--- src/rtl/bsg_dff_elastic_pipe.sv ---
// Elastic register pipe: depth_p stages with per-stage valid bits and valid/ready
// on both ends. A stage loads whenever it, or anything downstream of it, has room.
module bsg_dff_elastic_pipe #(
   parameter int unsigned        width_p     = 3,
   parameter int unsigned        depth_p     = 2,
   parameter logic [width_p-1:0] reset_val_p = '0
) (
   input  logic                           clk_i,
   input  logic                           reset_n_i,
   input  logic [width_p-1:0]             data_i,
   input  logic                           v_i,
   output logic                           ready_o,
   output logic [width_p-1:0]             data_o,
   output logic                           v_o,
   input  logic                           ready_i,
   output logic [$clog2(depth_p+1)-1:0]   count_o
);
   localparam int unsigned last_lp  = depth_p - 1;
   localparam int unsigned cnt_w_lp = $clog2(depth_p + 1);

   logic [width_p-1:0] data_q [depth_p];
   logic [width_p-1:0] data_d [depth_p];
   logic [depth_p-1:0] v_q, v_d, accept;

   // Stage k accepts unless it and every stage after it are full and the consumer stalls.
   always_comb begin
      logic full_down;
      full_down = 1'b1;
      accept    = '0;
      for (int unsigned i = 0; i < depth_p; i++) begin
         full_down            = full_down & v_q[last_lp-i];
         accept[last_lp-i]    = ready_i | ~full_down;
      end
   end

   always_comb begin
      v_d = v_q;
      for (int unsigned k = 0; k < depth_p; k++)
         data_d[k] = data_q[k];
      if (accept[0]) begin
         v_d[0] = v_i;
         if (v_i)
            data_d[0] = data_i;
      end
      for (int unsigned k = 1; k < depth_p; k++) begin
         if (accept[k]) begin
            v_d[k] = v_q[k-1];
            if (v_q[k-1])
               data_d[k] = data_q[k-1];
         end
      end
   end

   always_ff @(posedge clk_i or negedge reset_n_i) begin
      if (!reset_n_i) begin
         v_q <= '0;
         for (int unsigned k = 0; k < depth_p; k++)
            data_q[k] <= reset_val_p;
      end else begin
         v_q    <= v_d;
         data_q <= data_d;
      end
   end

   always_comb begin
      count_o = '0;
      for (int unsigned k = 0; k < depth_p; k++)
         count_o = count_o + cnt_w_lp'(v_q[k]);
   end

   assign ready_o = accept[0];
   assign data_o  = data_q[last_lp];
   assign v_o     = v_q[last_lp];

endmodule

--- config.mk ---
export PLATFORM = sky130hd
export DESIGN_NAME = bsg_dff_elastic_pipe
export DESIGN_NICKNAME = d
export VERILOG_FILES = /design/src/rtl/bsg_dff_elastic_pipe.sv
export SDC_FILE = /design/constraint.sdc
export NUM_CORES = 1
export LEC_CHECK = 0
export CAP_MARGIN = 20
export CORE_AREA = 10 10 47 49
export DETAILED_ROUTE_END_ITERATION = 12
export DIE_AREA = 0 0 57 59
export PLACE_DENSITY = 0.61
export SYNTH_ARGS = -nofsm -noshare
export SYNTH_HDL_FRONTEND = slang
export SYNTH_SLANG_ARGS = --single-unit
--- constraint.sdc ---
create_clock -name clk_i -period 3.4 [get_ports clk_i]
set_input_delay 0.68 -clock clk_i [delete_from_list [all_inputs] [get_ports clk_i]]
set_output_delay 0.68 -clock clk_i [all_outputs]
set_load 0.02 [all_outputs]
==> summary.md <==
| Metric | Value |
|---|---|
| Outcome | complete, no violations |
| Pleak | 0.254 nW |
| Synth Net Count | 33 |
| Skew final | 0.00509 ns |
| Crit-path max cell delay | 0.61 ns |
| Worst Setup SP | ready_i |
| Crit. End Element | primary output |
| Seq/Total Area, Yosys | 51.6% |
| Final Slew Violations | 0 |
| Setup TNS | 0 ns |
| Routed WL | 715 um |
| Port Buf Inserts | 13 |
| FP Rows | 14 |
| Commonest cells post-synth | 8 x dfrtp_1, 6 x mux2_4, 3 x buf_4 |
| Synth-to-Final Area Change | 38.7% |
| Max H-tree Level | 1 |
| Period utilization | 76.4% |
| Most numerous cell in the Yosys netlist | dfrtp_1 |
| Slew HR | 75.5% |
| Setup Buffers After CTS | 0 |
| Worst Setup Slack, final | 0.803 ns |
| Slew of the pin with the lowest slew margin | 0.366 ns |
| Clock Sinks | 8 |
| Post-CTS sizing | 0 |
| Share of layout cells above drive strength 1 | 34.2% |
| R2R Path Start | v_q[1] |
| EDFF count, synth | 0 |
| Drt initial violations | 3 |
| Die W | 57 um |
| Min-delay src | data_q[4] |
| Fin crit period | 2.60 ns |
| Crit path arrival time | 1.92 ns |
| Synthesized area | 388 um^2 |
| Hold crit path type | flop to flop |
| Initial Util | 27.7% |
| TritonCTS Buffers | 3 |
| Worst-path fanout max | 3 |
| Wire per inst | 13.2 um |
| CTS root buf | clkbuf_4 |
| Slowest stage cell, crit path | clkdlybuf4s50_1 |
| Fin cells | 54 |
| Die area | 3360 um^2 |
| Vias after detailed routing | 224 |
| Synth Register Bits | 8 |
| FF+latch area | 200 um^2 |
| Syn Inst Count | 25 |
| Pin count of the biggest net entering global routing | 9 |
| Met3 WL | 103 um |
| Worst path bufs/invs | 2 |
| Via density | 4.15 |
| CP Launch Type | input pin |
| Max layer used | met3 |
| CTS tree | yes |
| Netlist cell types | 9 |
| Crit path kind | input pin to primary output |
| Vias in the first global route | 299 |
| Total track usage | 4.64% |
| Clock Pin Slew Worst Setup and Hold Paths | 0.05 ns |
| Final core occ | 38.4% |
| Ys Warns | 0 |
| CTS Buffer Depth | 2 |
| Drt drc | 0 |
| Clk_lat worst skew | 0.25 ns |
| Initial antenna violation count | 0 |
| Fill cell count | 139 |
| Cell family with most CP delay | buffers and inverters |
| Fin. Hold Viols | 0 |
| Dominant synthesized flop cell | dfrtp_1 |
| Power density cells | 569 nW/um^2 |
| Area of the multi-input gates | 161 um^2 |
| Final antenna-violating net count | 0 |
| Placed Instances | 51 |
| First-pass GRT wire length | 1280 um |
| GP Congestion | 0.663 |
| DRT Pass-1 Iters | 3 |
| Pre-CTS setup slack | 0.801 ns |
| Hold buffer count at cts | 0 |
| Fmax | 385 MHz |
| Chip height | 59 um |
| RSZ-0062 raised after global routing | false |
| Core ar. | 1400 um^2 |
| Routed wl met2 | 302 um |
| Finish-stage setup viols | 0 |
| Worst VDD drop | 0.000399 V |
| MaxCap Viol Count | 0 |
| Synth top area cells | dfrtp_1 52%, mux2_4 23%, nand2b_4 7.1%, buf_4 5.8%, nand2_4 5.8% |
| Fraction of registers with async set or reset after synthesis | 100% |
| DRT met1 WL | 309 um |
| Overflow after GRT | 0 |
| Layout net count | 48 |
| CP cell instances | clkdlybuf4s50_1, nand2b_4, clkdlybuf4s50_1 |
| CP required | 2.72 ns |
| Largest area contributor in the netlist | dfrtp_1 |
| Diode count | 0 |
| Top-area cell type share of the netlist area | 51.6% |
| CP dominant cell by count | clkdlybuf4s50_1 |
| Mapped Avg Cell Area | 15.5 um^2 |
| Top Ports | 14 |
-- stage by stage --
step / hold WS (ns) / power, mW / area [um^2]
2_1_floorplan: 0.384 / 0.206 / 388
3_3_place_gp: 0.497 / 0.238 / 515
3_5_place_dp: 0.509 / 0.242 / 515
4_1_cts: 0.520 / 0.312 / 538
5_1_grt: 0.536 / 0.328 / 538
6_report: 0.515 / 0.306 / 538
-- final cells by class --
cell class	count	share of cell area, %
inverters	1	0.698
well taps	16	3.72
multi-input cells	13	30.0
repair buffers	13	24.2
clock buffers	3	4.19
flip-flops and latches	8	37.2
-- path summary, 6_finish.rpt --
kind	endpoint	slack, ns	depth (start not counted)
setup / recovery	ready_o	0.80	3
hold / removal	data_q[4]	0.51	1
setup reg to reg	data_q[4]	2.14	4
hold reg to reg	data_q[4]	0.51	1
max in group asynchronous	data_o[1]	2.42	1
min in group asynchronous	data_q[5]	0.71	1
-- layout by cell type (no fill, tap or decap) --
cell	count
inv_1	1
clkdlybuf4s50_1	13
nand2b_4	2
mux2_4	6
dfrtp_1	8
clkbuf_4	3
nand2_1	1
o21ai_0	1
nand2_4	2
ha_1	1
-- logic make-up after synthesis --
family / after synthesis / share of synthesized area [%]
mux: 6 / 23.2
simple gates: 5 / 13.9
compound gates: 1 / 1.29
fa+ha+maj: 1 / 3.23
buf+inv: 4 / 6.77
flops: 8 / 51.6
-- report_power, final --
group | switching (mW) | internal (mW)
Combinational | 0.0457 | 0.0644
Sequential | 0.0131 | 0.114
Clock | 0.0284 | 0.0401
Total | 0.0872 | 0.219
-- layer usage --
layer / up-vias / track usage (%)
met5: - / 0
met4: 0 / 0
met3: 0 / 3.86
met2: 14 / 7.44
met1: 102 / 4.92
li1: 108 / -
-- state kept, by name, indices dropped and copies added, names as in the netlist --
signal / count
v_q: 2
data_q: 3
data_o: 3
-- worst reg2reg max path: stages, from the launching register on --
cell and delay (ns):
dfrtp_1 0.41, ha_1 0.26, nand2b_4 0.10, nand2_4 0.07, mux2_4 0.30
(Power assumes the default switching activity.)
